$ cat src/rtl/wishbone_rr_arbiter.sv
// wishbone_rr_arbiter: four-master Wishbone round-robin arbiter with slave-stall watchdog
module wishbone_rr_arbiter #(
  parameter logic [15:0] TIMEOUT_CYCLES = 16'd1024
) (
  input  logic         clk,
  input  logic         rst,
  input  logic [3:0]   m_we_i,
  input  logic [3:0]   m_cyc_i,
  input  logic [3:0]   m_stb_i,
  input  logic [15:0]  m_sel_i,
  input  logic [127:0] m_adr_i,
  input  logic [127:0] m_dat_i,
  output logic [31:0]  m_dat_o,
  output logic [3:0]   m_ack_o,
  output logic [3:0]   m_err_o,
  output logic [3:0]   m_int_o,
  output logic         s_we_o,
  output logic         s_cyc_o,
  output logic         s_stb_o,
  output logic [3:0]   s_sel_o,
  output logic [31:0]  s_adr_o,
  output logic [31:0]  s_dat_o,
  input  logic [31:0]  s_dat_i,
  input  logic         s_ack_i,
  input  logic         s_int_i,
  output logic [1:0]   grant_o,
  output logic         busy_o
);
  typedef enum logic [1:0] {IDLE, GRANT, ABORT} state_t;
  state_t state, state_n;
  logic [1:0] last_grant, pick;
  logic [15:0] cnt;
  logic err_q, gnt, stall, expire;
  logic [3:0] onehot;
  assign gnt = state == GRANT;
  assign busy_o = state != IDLE;
  assign onehot = 4'b0001 << grant_o;
  assign m_dat_o = s_dat_i;
  assign s_we_o = gnt & m_we_i[grant_o];
  assign s_cyc_o = gnt & m_cyc_i[grant_o];
  assign s_stb_o = gnt & m_stb_i[grant_o];
  assign s_sel_o = gnt ? m_sel_i[{grant_o, 2'b00} +: 4] : 4'b0;
  assign s_adr_o = gnt ? m_adr_i[{grant_o, 5'b0} +: 32] : 32'b0;
  assign s_dat_o = gnt ? m_dat_i[{grant_o, 5'b0} +: 32] : 32'b0;
  assign m_ack_o = gnt && s_ack_i ? onehot : 4'b0;
  assign m_int_o = gnt && s_int_i ? onehot : 4'b0;
  assign m_err_o = err_q ? onehot : 4'b0;
  assign stall = s_stb_o & ~s_ack_i;
  assign expire = TIMEOUT_CYCLES != 16'd0 && stall && cnt == TIMEOUT_CYCLES - 16'd1;
  // round-robin pick: nearest requester after the last grant wins
  always_comb begin
    pick = last_grant;
    for (int i = 4; i >= 1; i--)
      if (m_cyc_i[2'(last_grant + 2'(i))]) pick = 2'(last_grant + 2'(i));
  end
  // next state: hold bus for whole cycle, abort on watchdog expiry
  always_comb begin
    state_n = state == IDLE  ? (|m_cyc_i ? GRANT : IDLE)
            : state == GRANT ? (expire ? ABORT : (!m_cyc_i[grant_o] && !s_ack_i) ? IDLE : GRANT)
            : (m_cyc_i[grant_o] ? ABORT : IDLE);
  end
  // state, grant bookkeeping, stall counter and one-cycle error pulse
  always_ff @(posedge clk or posedge rst) begin
    if (rst) begin
      state <= IDLE;
      grant_o <= 2'd0;
      last_grant <= 2'd3;
      cnt <= 16'd0;
      err_q <= 1'b0;
    end else begin
      state <= state_n;
      err_q <= gnt & expire;
      cnt <= gnt && state_n == GRANT && stall ? cnt + 16'd1 : 16'd0;
      if (state == IDLE && |m_cyc_i) begin
        grant_o <= pick;
        last_grant <= pick;
      end
    end
  end
endmodule

$ cat config.mk
export PLATFORM = sky130hd
export DESIGN_NAME = wishbone_rr_arbiter
export DESIGN_NICKNAME = d
export VERILOG_FILES = /design/src/rtl/wishbone_rr_arbiter.sv
export SDC_FILE = /design/constraint.sdc
export NUM_CORES = 1
export LEC_CHECK = 0
export CAP_MARGIN = 20
export CORE_AREA = 2 2 168 170
export DETAILED_ROUTE_END_ITERATION = 8
export DIE_AREA = 0 0 170 172
export MAX_ROUTING_LAYER = met4
export PLACE_DENSITY = 0.52
export REMOVE_ABC_BUFFERS = 1
export SLEW_MARGIN = 20
export SYNTH_ARGS = -nofsm -noshare
export SYNTH_HDL_FRONTEND = slang
export SYNTH_SLANG_ARGS = --single-unit
export TNS_END_PERCENT = 1
$ cat constraint.sdc
create_clock -name clk -period 1.9 [get_ports clk]
set_input_delay 0.285 -clock clk [delete_from_list [all_inputs] [get_ports clk]]
set_output_delay 0.285 -clock clk [all_outputs]
set_load 0.005 [all_outputs]
Word level (Yosys, flattened, before mapping)
Cells that the tools add are included.
{"block": "totals", "ff_bits": 23, "inputBits": 320, "output_inout_bits": 118, "word_cells": 66}
{"block": "classes", "addsub": 4, "magnitude_cmp": 4, "eq_ne": 3, "n_shift": 4, "n_mux": 28, "bitwise": 6, "n_reduce_logical": 12}
{"cell": "$shiftx A128 B8 Y32", "n": 2}
{"cell": "$mux W32", "n": 2}
{"cell": "$add A16 B1 Y16 const B", "n": 1}
{"cell": "$eq A16 B10 Y1 const B", "n": 1}
{"cell": "$mux W16", "n": 1}
{"cell": "$mux W4", "n": 4}
{"cell": "$shiftx A16 B5 Y4", "n": 1}
{"cell": "$mux W2", "n": 7}
{"cell": "$bmux W1 S2", "n": 6}
{"cell": "$lt A2 B3 Y1 const B", "n": 4}
{"cell": "$mux W1", "n": 8}
{"cell": "$logic_and A1 B1 Y1", "n": 7}
{"cell": "$and A1 B1 Y1", "n": 5}
{"cell": "$add A2 B2 Y2 const B", "n": 2}
{"cell": "$eq A2 B1 Y1 const B", "n": 2}
{"cell": "$reduce_or A4 Y1", "n": 1}
{"cell": "$shl A1 B2 Y4 const A", "n": 1}
{"cell": "$add A2 B1 Y2 const B", "n": 1}
{"cell": "$logic_not A1 Y1", "n": 2}
{"cell": "$logic_not A2 Y1", "n": 1}
{"cell": "$reduce_bool A2 Y1", "n": 1}
{"cell": "$not A1 Y1", "n": 1}

Logic depth before layout (Yosys ltp)
Gate-level depths: netlist (run 1).
{"block": "depth", "depth_word": 12, "mapped_depth": 7, "ltp_nobuf": 5}

Worst setup path before layout (run 1)
Ideal clock, no wire load.
{"block": "synth_timing", "path_type": "flip-flop to output port", "startpoint": "register grant_o[0]", "endpoint": "output port s_adr_o[19]", "arrival_time_ns": 1.471, "required_time_ns": 1.615, "slack_ns": 0.144, "path_stages_with_launch": 6, "path_buffers": 3, "cell_sequence": "dfrtp_1 buf_6 buf_6 buf_6 mux4_2 and2_1"}
{"block": "synth_via", "elab_chain_cells": 2}
{"item": "start, declared", "line_no": "26", "source": "output logic [1:0] grant_o,"}
{"item": "start signal, assigned", "line_no": "75", "source": "grant_o <= pick;"}
{"item": "$shiftx A128 B8 Y32", "line_no": "43", "source": "assign s_adr_o = gnt ? m_adr_i[{grant_o, 5'b0} +: 32] : 32'b0;"}
{"item": "$mux W32", "line_no": "43"}
{"item": "end, declared", "line_no": "21", "source": "output logic [31:0] s_adr_o,"}
No other way between the ends.

Worst setup path in the final report (run 1)
{"block": "layout_timing", "startpoint": "register grant_o[0]", "endpoint": "output port s_adr_o[26]"}
Same word-level chain as after synthesis.

==> results.toml, run 1 <==
[clocking]
clkTransAtPathRegs_ns = 0.06
cts_max_path_buffers = 2
clkSinkCount = 23
cts_tree = "yes"
cts_buffers = 3
root_buffer = "clkbuf_16"
clock_latency_ns = 0.25
htreeDepth = 1
ctsHoldBuffers = 0

[timing]
relSlewSlack_pct = 70.0
period_needed_ns = 2.20
maxSlewViolCount = 0
clock.fmax_mhz = 454
tightestPinTransition_ns = 0.446
worst_slack_ns = -0.304
post-route-period-util_pct = 116
finalClockSkew_ns = 0.00149
finalSetupViolCount = 84
rsz0062_at_grt = "yes"
hold_violations = 0
holdWs_ns = 0.365

[floorplan]
placementRows = 61
die_y_um = 172
start_util_pct = 13.6
die_area_mm2 = 0.0292
dieWidth_um = 170
core_mm2 = 0.0275
num_io_pins = 438

[finish]
final_area_mm2 = 0.00840
num-fill-cells = 2851
final_core_util_pct = 30.6
layout.nets = 1044
syn2layout_area_growth_pct = 125
finalNonFillerCells = 1069
drive_gt1_share_pct = 39.5

[synthesis]
synth_top_area_cell = "mux4_2"
avgSynthCellArea_um2 = 10.9
yosysMostFrequentCell = "and2_1"
yosys_warnings = 0
synth_edf_count = 0
async_flop_share_pct = 100
synth.top_cell.area_share_pct = 42.9
synth.top_cells.by_count = "and2_1, mux4_2, buf_4, nor2_1, dfrtp_1"
ys.flop_type = "dfrtp_1"
ys_seq_area_share_pct = 15.5
netlist_area_mm2 = 0.00373
synthDistinctLibCells = 37
synthTopCellsByArea = "mux4_2, dfrtp_1, and2_1, buf_4, nor2_1"
ys_ff_latch = 23
synth_cells = 343

[detailed_routing]
drt-initial-drc-count = 239
drc_errors = 0
routed_via_density = 4.17
ant_nets = 0
dr.pass1.iters = 5
vias = 4453
routed_wl_mm = 22.7
routedWlPerCell_um = 21.3

[hold_path]
min_path_type = "in2async"

[power_and_ir_drop]
p_switching_w = 0.00331
power_frac_seq_pct = 6.9
clkPwrFrac_pct = 4.7
power_leakage_nw = 3.33
combPwrFrac_pct = 88.4
p_int_w = 0.00634
swShare_pct = 34.3
peakVddDrop_mv = 0.329
powerDensity_mw_per_mm2 = 1150

[outcome]
violations = "negative setup slack"
status = "complete, but fails checks"

[grt]
grt_pass1_wl_mm = 30.4
grt_pass1_vias = 4493
grt_overflow = 0
antenna_found_initial = 1
track_usage_pct = 14.4
grt_max_degree = 41

[worst_setup_path]
reg2reg_depth = 8
crit_chain = "buf_12 > buf_12 > buf_16 > mux4_2 > and2_1 > buf_2"
path_common_cell = "buf_12"
crit_fanout = 7
r2r-end = "cnt[15]"
critPathBufInv = 4
cp_top_family = "buffers and inverters"
timing.rr.start = "grant_o[0]"
arrival_ns = 1.92
crit_type = "reg2out"
worst_ep_required_time_ns = 1.62
r2r_setup_slack_ns = -0.04
crit_path_start_kind = "flop"
crit_path_top_delay_cell = "dfrtp_4"
cp-end-kind = "output port"
cpPeakStageDelay_ns = 0.52

[place]
io_buffers = 373
placed_cell_area_mm2 = 0.00795
place_congestion = 0.803
dpl.cell_count = 1043
dp_hpwl_mm = 19.1

[job]
maxCapViolCount = 0
[final cells by class]
cell class | count | area [um2] | area share (%)
Clock buffer | 4 | 78.8 | 0.938
Timing Repair Buffer | 436 | 4380 | 52.1
Sequential cell | 23 | 586 | 6.97
Tap cell | 346 | 433 | 5.15
Inverter | 8 | 30.0 | 0.357
Antenna cell | 1 | 2.50 | 0.0298
Multi-Input combinational cell | 251 | 2890 | 34.4
[cells in the final DEF (no fill, tap or decap), drive strengths merged, types with 2 or more instances in the layout]
master / instances
nor4: 6
clkdlybuf4s50: 288
dlygate4sd2: 5
nand2b: 3
a21o: 4
nand2: 7
nand4: 9
mux4: 71
buf: 120
xor2: 5
nand3: 7
and2: 72
a21oi: 4
clkbuf: 24
nor2b: 2
a31oi: 2
nor3: 4
o21ai: 4
nor2: 30
clkdlybuf4s15: 3
inv: 8
and4: 2
xnor2: 8
dfstp: 2
dfrtp: 21
[through the flow]
step | power (W) | setup TNS, ns | worst slack (ns)
6_report | 0.00965 | -14.82 | -0.304
5_1_grt | 0.0103 | -20.48 | -0.366
2_1_floorplan | 0.00359 | -217.10 | -2.28
3_5_place_dp | 0.00815 | -22.63 | -0.373
3_3_place_gp | 0.00818 | -21.67 | -0.353
4_1_cts | 0.00927 | -19.43 | -0.364
[sequential cells by signal, indices dropped and copies added, names as in the netlist]
| signal | count |
|---|---|
| cnt | 16 |
| err_q | 1 |
| grant_o | 2 |
| last_grant | 2 |
| state | 2 |
[power groups by stage]
stage,sequential (W),clock (W),combinational (W)
floorplan,0.00107,0,0.00253
global placement,0.000705,0,0.00747
CTS,0.000667,0.000470,0.00813
detailed placement,0.000710,0,0.00744
finish,0.000663,0.000456,0.00853
global route,0.000676,0.000497,0.00909
[worst register-to-register path, delay by kind of cell (launching register included)]
kind                   cells  cell delay [ns]
buffers and inverters      4             0.49
multiplexers               1             0.52
AND/OR/NAND/NOR            3             0.36
flip-flops                 1             0.46
[cell families (layout without fill, tap and decap cells)]
| logic type | after synthesis | after routing | share of synthesized area (%) |
|---|---|---|---|
| other | 0 | 1 | 0 |
| XOR/XNOR | 13 | 13 | 3.05 |
| adder cells (fa/ha/maj) | 1 | 1 | 0.336 |
| AND/OR/NAND/NOR | 147 | 147 | 22.9 |
| flip-flops | 23 | 23 | 15.5 |
| buffers and inverters | 69 | 448 | 11.9 |
| multiplexers | 71 | 71 | 42.9 |
| AO/OA/AOI/OAI | 19 | 19 | 3.42 |
[timing repair]
action	4_1_cts	5_1_grt
resized for setup	343	81
gates cloned	2	0
pin swaps	63	14
setup endpoints to repair	97	97
buffers inserted	18	2
hold endpoints to repair	0	0
[routing by layer]
layer	track usage, %	up-vias	wire (um)
li1	-	2022	-
met2	24.1	212	11200
met4	1.00	0	99
met5	-	-	0
met3	3.66	10	1950
met1	18.5	2209	9490
[how the worst max path moves through the flow]
stage	start	endpoint	slack (ns)	depth (start not counted)
after floorplan	grant_o[0]	state[1]	-2.28	4
after global placement	grant_o[0]	s_dat_o[19]	-0.35	5
after detailed placement	grant_o[0]	s_dat_o[1]	-0.37	5
after CTS	grant_o[0]	s_dat_o[1]	-0.36	7
after global routing	grant_o[0]	s_adr_o[8]	-0.37	6
final	grant_o[0]	s_adr_o[26]	-0.30	6
Note: power is estimated with default switching activity, not from simulation.
==> run 2, diff against run 1 <==
--- a/config.mk
+++ b/config.mk
@@ -6,11 +6,13 @@
 export NUM_CORES = 1
 export LEC_CHECK = 0
 export CAP_MARGIN = 20
-export CORE_AREA = 2 2 168 170
+export CELL_PAD_IN_SITES_DETAIL_PLACEMENT = 1
+export CELL_PAD_IN_SITES_GLOBAL_PLACEMENT = 1
+export CORE_AREA = 2 2 170 172
 export DETAILED_ROUTE_END_ITERATION = 8
-export DIE_AREA = 0 0 170 172
+export DIE_AREA = 0 0 172 174
 export MAX_ROUTING_LAYER = met4
-export PLACE_DENSITY = 0.52
+export PLACE_DENSITY = 0.69
 export REMOVE_ABC_BUFFERS = 1
 export SLEW_MARGIN = 20
 export SYNTH_ARGS = -nofsm -noshare
==> results.toml, run 2 (same netlist as run 1, synthesis figures left out) <==
[finish]
layout_commonest_cell = "clkdlybuf4s50_1"
final_area_mm2 = 0.00851
syn2layout_area_growth_pct = 128
largest_reg_flops = 16
mostFrequentLayoutCells = "clkdlybuf4s50_1, mux4_2, buf_6"
layout.nets = 1046
top_register = "cnt"
drive_gt1_share_pct = 40.5

[timing]
rsz0062_at_grt = "yes"
relSlewSlack_pct = 67.7
finalClockSkew_ns = 0.00637
tightestPinTransition_ns = 0.480
maxSlewViolCount = 0
period_needed_ns = 2.21
hold_violations = 0
finalSetupViolCount = 89
clock.fmax_mhz = 453
worst_slack_ns = -0.309
post-route-period-util_pct = 116

[grt]
grt_max_degree = 45
grt_pass1_wl_mm = 35.8
grt_overflow = 0
busiest_layer = "met2"
grt_use_met2_pct = 28.4
grt_pass1_vias = 5110
antenna_found_initial = 2
use_met3_pct = 3.83
track_usage_pct = 16.7
grt_util_met1_pct = 20.5

[detailed_routing]
routed_via_density = 4.19
dr.pass1.iters = 4
ant_nets = 0
vias = 4649
routed_wl_mm = 26.0
routedWlPerCell_um = 23.4
drt-initial-drc-count = 237
drc_errors = 0

[power_and_ir_drop]
combPwrFrac_pct = 88.9
power_leakage_nw = 3.37
powerDensity_mw_per_mm2 = 1190
peakVddDrop_mv = 0.391
p_switching_w = 0.00359
p_int_w = 0.00649
p_total_w = 0.0101
clkPwrFrac_pct = 4.6
power_frac_seq_pct = 6.5
swShare_pct = 35.6

[floorplan]
die_area_mm2 = 0.0299
start_util_pct = 13.2
num_io_pins = 438
dieWidth_um = 172
placementRows = 62
core_mm2 = 0.0282
die_y_um = 174

[place]
dp_hpwl_mm = 21.0
place_congestion = 0.837
placed_cell_area_mm2 = 0.00786
io_buffers = 373
place_ws_ns = -0.459

[worst_setup_path]
timing.rr.start = "grant_o[0]"
reg2reg_depth = 9
crit_path_start_kind = "flop"
crit_type = "reg2out"
crit_fanout = 8
cp-end-kind = "output port"
arrival_ns = 1.92
r2r_setup_slack_ns = -0.20
r2r-end = "state[1]"
worst_ep_required_time_ns = 1.62

[clocking]
clock_latency_ns = 0.26
clkSinkCount = 23
clkTransAtPathRegs_ns = 0.06
cts_tree = "yes"
cts_max_path_buffers = 2
htreeDepth = 1
root_buffer = "clkbuf_16"
cts_buffers = 3

[hold_path]
min_path_type = "in2async"

[outcome]
status = "complete, but fails checks"
violations = "negative setup slack"

[job]
maxCapViolCount = 0
[run 2: cell types whose count changed in the layout (fill, tap and decap cells not counted), sizes merged]
cell,delta
buf,+11
dlygate4sd2,-2
clkdlybuf4s15,-1
diode,+1
clkinv,+1
clkbuf,-7
[run 2: worst max-delay path, stage by stage (launching register included)]
cell and delay, ns:
dfrtp_4 0.50, buf_12 0.16, buf_12 0.13, buf_12 0.13, mux4_2 0.42, and2_4 0.17, buf_2 0.14
[run 2: routing by layer]
metal	vias up	share of wire, %
met1	2352	41
met5	-	0
met2	247	49
met4	0	1.7
met3	17	8.2
li1	2033	-
[run 2: area by class of cell]
| cell class | count | area [um2] |
|---|---|---|
| fill | 3209 | 19700 |
| timing repair buffer | 438 | 4420 |
| multi-input combinational | 251 | 2900 |
| sequential | 23 | 586 |
| tap | 384 | 480 |
| clock buffer | 3 | 75.1 |
| inverter | 8 | 30.0 |
| clock inverter | 1 | 5.00 |
| antenna | 2 | 5.00 |
[run 2: repair_timing]
item,CTS,global route
endpoints found under the setup margin,101,100
cloned,5,0
hold buffers,0,0
setup buffers,28,0
resized for setup,408,56
pin swaps,53,3
[run 2: metrics by stage]
| step | instances | hold WS (ns) | util [%] | TNS [ns] |
|---|---|---|---|---|
| after floorplan | 282 | 0.285 | - | -217.10 |
| after global routing | 1110 | 0.433 | 30.1 | -23.28 |
| after detailed placement | 1072 | 0.539 | 27.8 | -27.96 |
| after CTS | 1108 | 0.384 | 29.9 | -20.52 |
| final | 1110 | 0.375 | 30.1 | -18.38 |
| after global placement | 1072 | 0.527 | 27.8 | -26.38 |
[run 2: worst max-delay path by stage]
| stage | startpoint | to | slack (ns) | depth (start not counted) |
|---|---|---|---|---|
| after floorplan | grant_o[0] | state[1] | -2.28 | 4 |
| final | grant_o[0] | s_adr_o[20] | -0.31 | 6 |
| after CTS | grant_o[0] | s_dat_o[11] | -0.33 | 6 |
| after detailed placement | grant_o[0] | s_dat_o[11] | -0.46 | 4 |
| after global placement | grant_o[0] | s_dat_o[11] | -0.43 | 4 |
| after global routing | grant_o[0] | s_dat_o[11] | -0.36 | 6 |
[run 2: power groups by stage]
stage,clock [W],combinational (W),sequential (W)
3_3_place_gp,0,0.00718,0.000749
2_1_floorplan,0,0.00253,0.00107
3_5_place_dp,0,0.00718,0.000756
4_1_cts,0.000477,0.00864,0.000656
5_1_grt,0.000487,0.00947,0.000671
6_report,0.000459,0.00897,0.000658
==> run 3, diff against run 2 <==
--- a/config.mk
+++ b/config.mk
@@ -5,12 +5,12 @@
 export SDC_FILE = /design/constraint.sdc
 export NUM_CORES = 1
 export LEC_CHECK = 0
-export CAP_MARGIN = 20
+export CAP_MARGIN = 10
 export CELL_PAD_IN_SITES_DETAIL_PLACEMENT = 1
 export CELL_PAD_IN_SITES_GLOBAL_PLACEMENT = 1
-export CORE_AREA = 2 2 170 172
+export CORE_AREA = 3 3 171 173
 export DETAILED_ROUTE_END_ITERATION = 8
-export DIE_AREA = 0 0 172 174
+export DIE_AREA = 0 0 174 176
 export MAX_ROUTING_LAYER = met4
 export PLACE_DENSITY = 0.69
 export REMOVE_ABC_BUFFERS = 1
==> results.toml, run 3 (same netlist as run 1, synthesis figures left out) <==
[place]
place_congestion = 0.897
dp_hpwl_mm = 21.7
io_buffers = 373
placed_cell_area_mm2 = 0.00790

[clocking]
cts_max_path_buffers = 2
clkTransAtPathRegs_ns = 0.06
htreeDepth = 1
root_buffer = "clkbuf_16"
cts_buffers = 3
ctsHoldBuffers = 0
clock_latency_ns = 0.25
cts_tree = "yes"
clkSinkCount = 23

[detailed_routing]
routed_wl_mm = 26.1
routed_via_density = 4.18
routedWlPerCell_um = 23.7
vias = 4598
drc_errors = 0
dr.pass1.iters = 4
drt-initial-drc-count = 181
ant_nets = 0

[worst_setup_path]
r2r_setup_slack_ns = -0.08
timing.rr.start = "grant_o[0]"
crit_fanout = 8
worst_ep_required_time_ns = 1.62
reg2reg_depth = 8
cp-end-kind = "output port"
r2r-end = "cnt[8]"
crit_type = "reg2out"
arrival_ns = 1.93
crit_path_start_kind = "flop"

[floorplan]
num_io_pins = 438
die_area_mm2 = 0.0306
start_util_pct = 13.4
dieWidth_um = 174
core_mm2 = 0.0278
placementRows = 61
die_y_um = 176

[finish]
top_register = "cnt"
layout.nets = 1042
syn2layout_area_growth_pct = 123
final_area_mm2 = 0.00830
num-fill-cells = 3165
mostFrequentLayoutCells = "clkdlybuf4s50_1, mux4_2, and2_4"
largest_reg_flops = 16
drive_gt1_share_pct = 37.8
layout_commonest_cell = "clkdlybuf4s50_1"

[timing]
maxSlewViolCount = 0
period_needed_ns = 2.21
tightestPinTransition_ns = 0.506
rsz0062_at_grt = "yes"
finalClockSkew_ns = 0.00265
relSlewSlack_pct = 66.0
finalSetupViolCount = 84
worst_slack_ns = -0.311
hold_violations = 0
holdWs_ns = 0.374
post-route-period-util_pct = 116
clock.fmax_mhz = 452

[power_and_ir_drop]
peakVddDrop_mv = 0.378
powerDensity_mw_per_mm2 = 1150
p_total_w = 0.00952
power_leakage_nw = 3.30

[job]
maxCapViolCount = 0

[grt]
grt_pass1_wl_mm = 36.2
track_usage_pct = 16.3
grt_max_degree = 26
grt_overflow = 0
grt_pass1_vias = 4902
antenna_found_initial = 2

[outcome]
status = "complete, but fails checks"
violations = "negative setup slack"

[hold_path]
min_path_type = "in2async"
run 3: worst max-delay path by stage:
stage                     from          end  cells past startpoint
floorplan           grant_o[0]     state[1]                      4
global placement    grant_o[0]  s_dat_o[30]                      4
detailed placement  grant_o[0]  s_dat_o[30]                      4
CTS                 grant_o[0]      s_stb_o                      5
global route        grant_o[0]  s_dat_o[13]                      6
finish              grant_o[0]  s_adr_o[26]                      6
run 3: report_power, final:
part | internal (W) | switching, W | total (W)
combinational | 0.00516 | 0.00319 | 0.00835
clock | 0.000286 | 0.000172 | 0.000458
sequential | 0.000581 | 0.000135 | 0.000716
run 3: metrics by stage:
stage / setup WS [ns] / std cells / setup TNS (ns) / utilization, %
6_report: -0.311 / 1100 / -17.60 / 29.9
5_1_grt: -0.356 / 1100 / -22.60 / 29.9
4_1_cts: -0.521 / 1091 / -23.27 / 29.6
3_5_place_dp: -0.449 / 1069 / -29.32 / 28.4
3_3_place_gp: -0.428 / 1069 / -26.81 / 28.4
2_1_floorplan: -2.28 / 282 / -217.10 / -
run 3: metal layers:
layer	vias up	routed length [um]	GRT usage, %
met1	2343	10900	21.0
met2	223	12900	26.5
met3	6	1990	4.77
li1	2026	-	-
met5	-	0	-
met4	0	204	1.47
run 3: area by class of cell:
type,count,area [um2],area share (%)
inverters,8,30.0,0.362
diodes,2,5.00,0.0603
flip-flops and latches,23,586,7.05
repair buffers,434,4270,51.4
clock buffers,4,78.8,0.950
multi-input cells,251,2860,34.5
well taps,378,473,5.70
run 3: what timing repair did:
| action | in CTS | in global routing |
|---|---|---|
| pin swaps | 52 | 13 |
| setup buffers | 15 | 10 |
| gates resized for setup | 300 | 105 |
| endpoints found under the setup margin | 102 | 94 |
| cloned | 3 | 2 |
run 3: worst max-delay path, cell delays in order (launching register included):
cell	delay, ns
dfrtp_4	0.50
buf_12	0.16
buf_12	0.14
buf_6	0.11
mux4_2	0.45
and2_4	0.18
buf_6	0.11
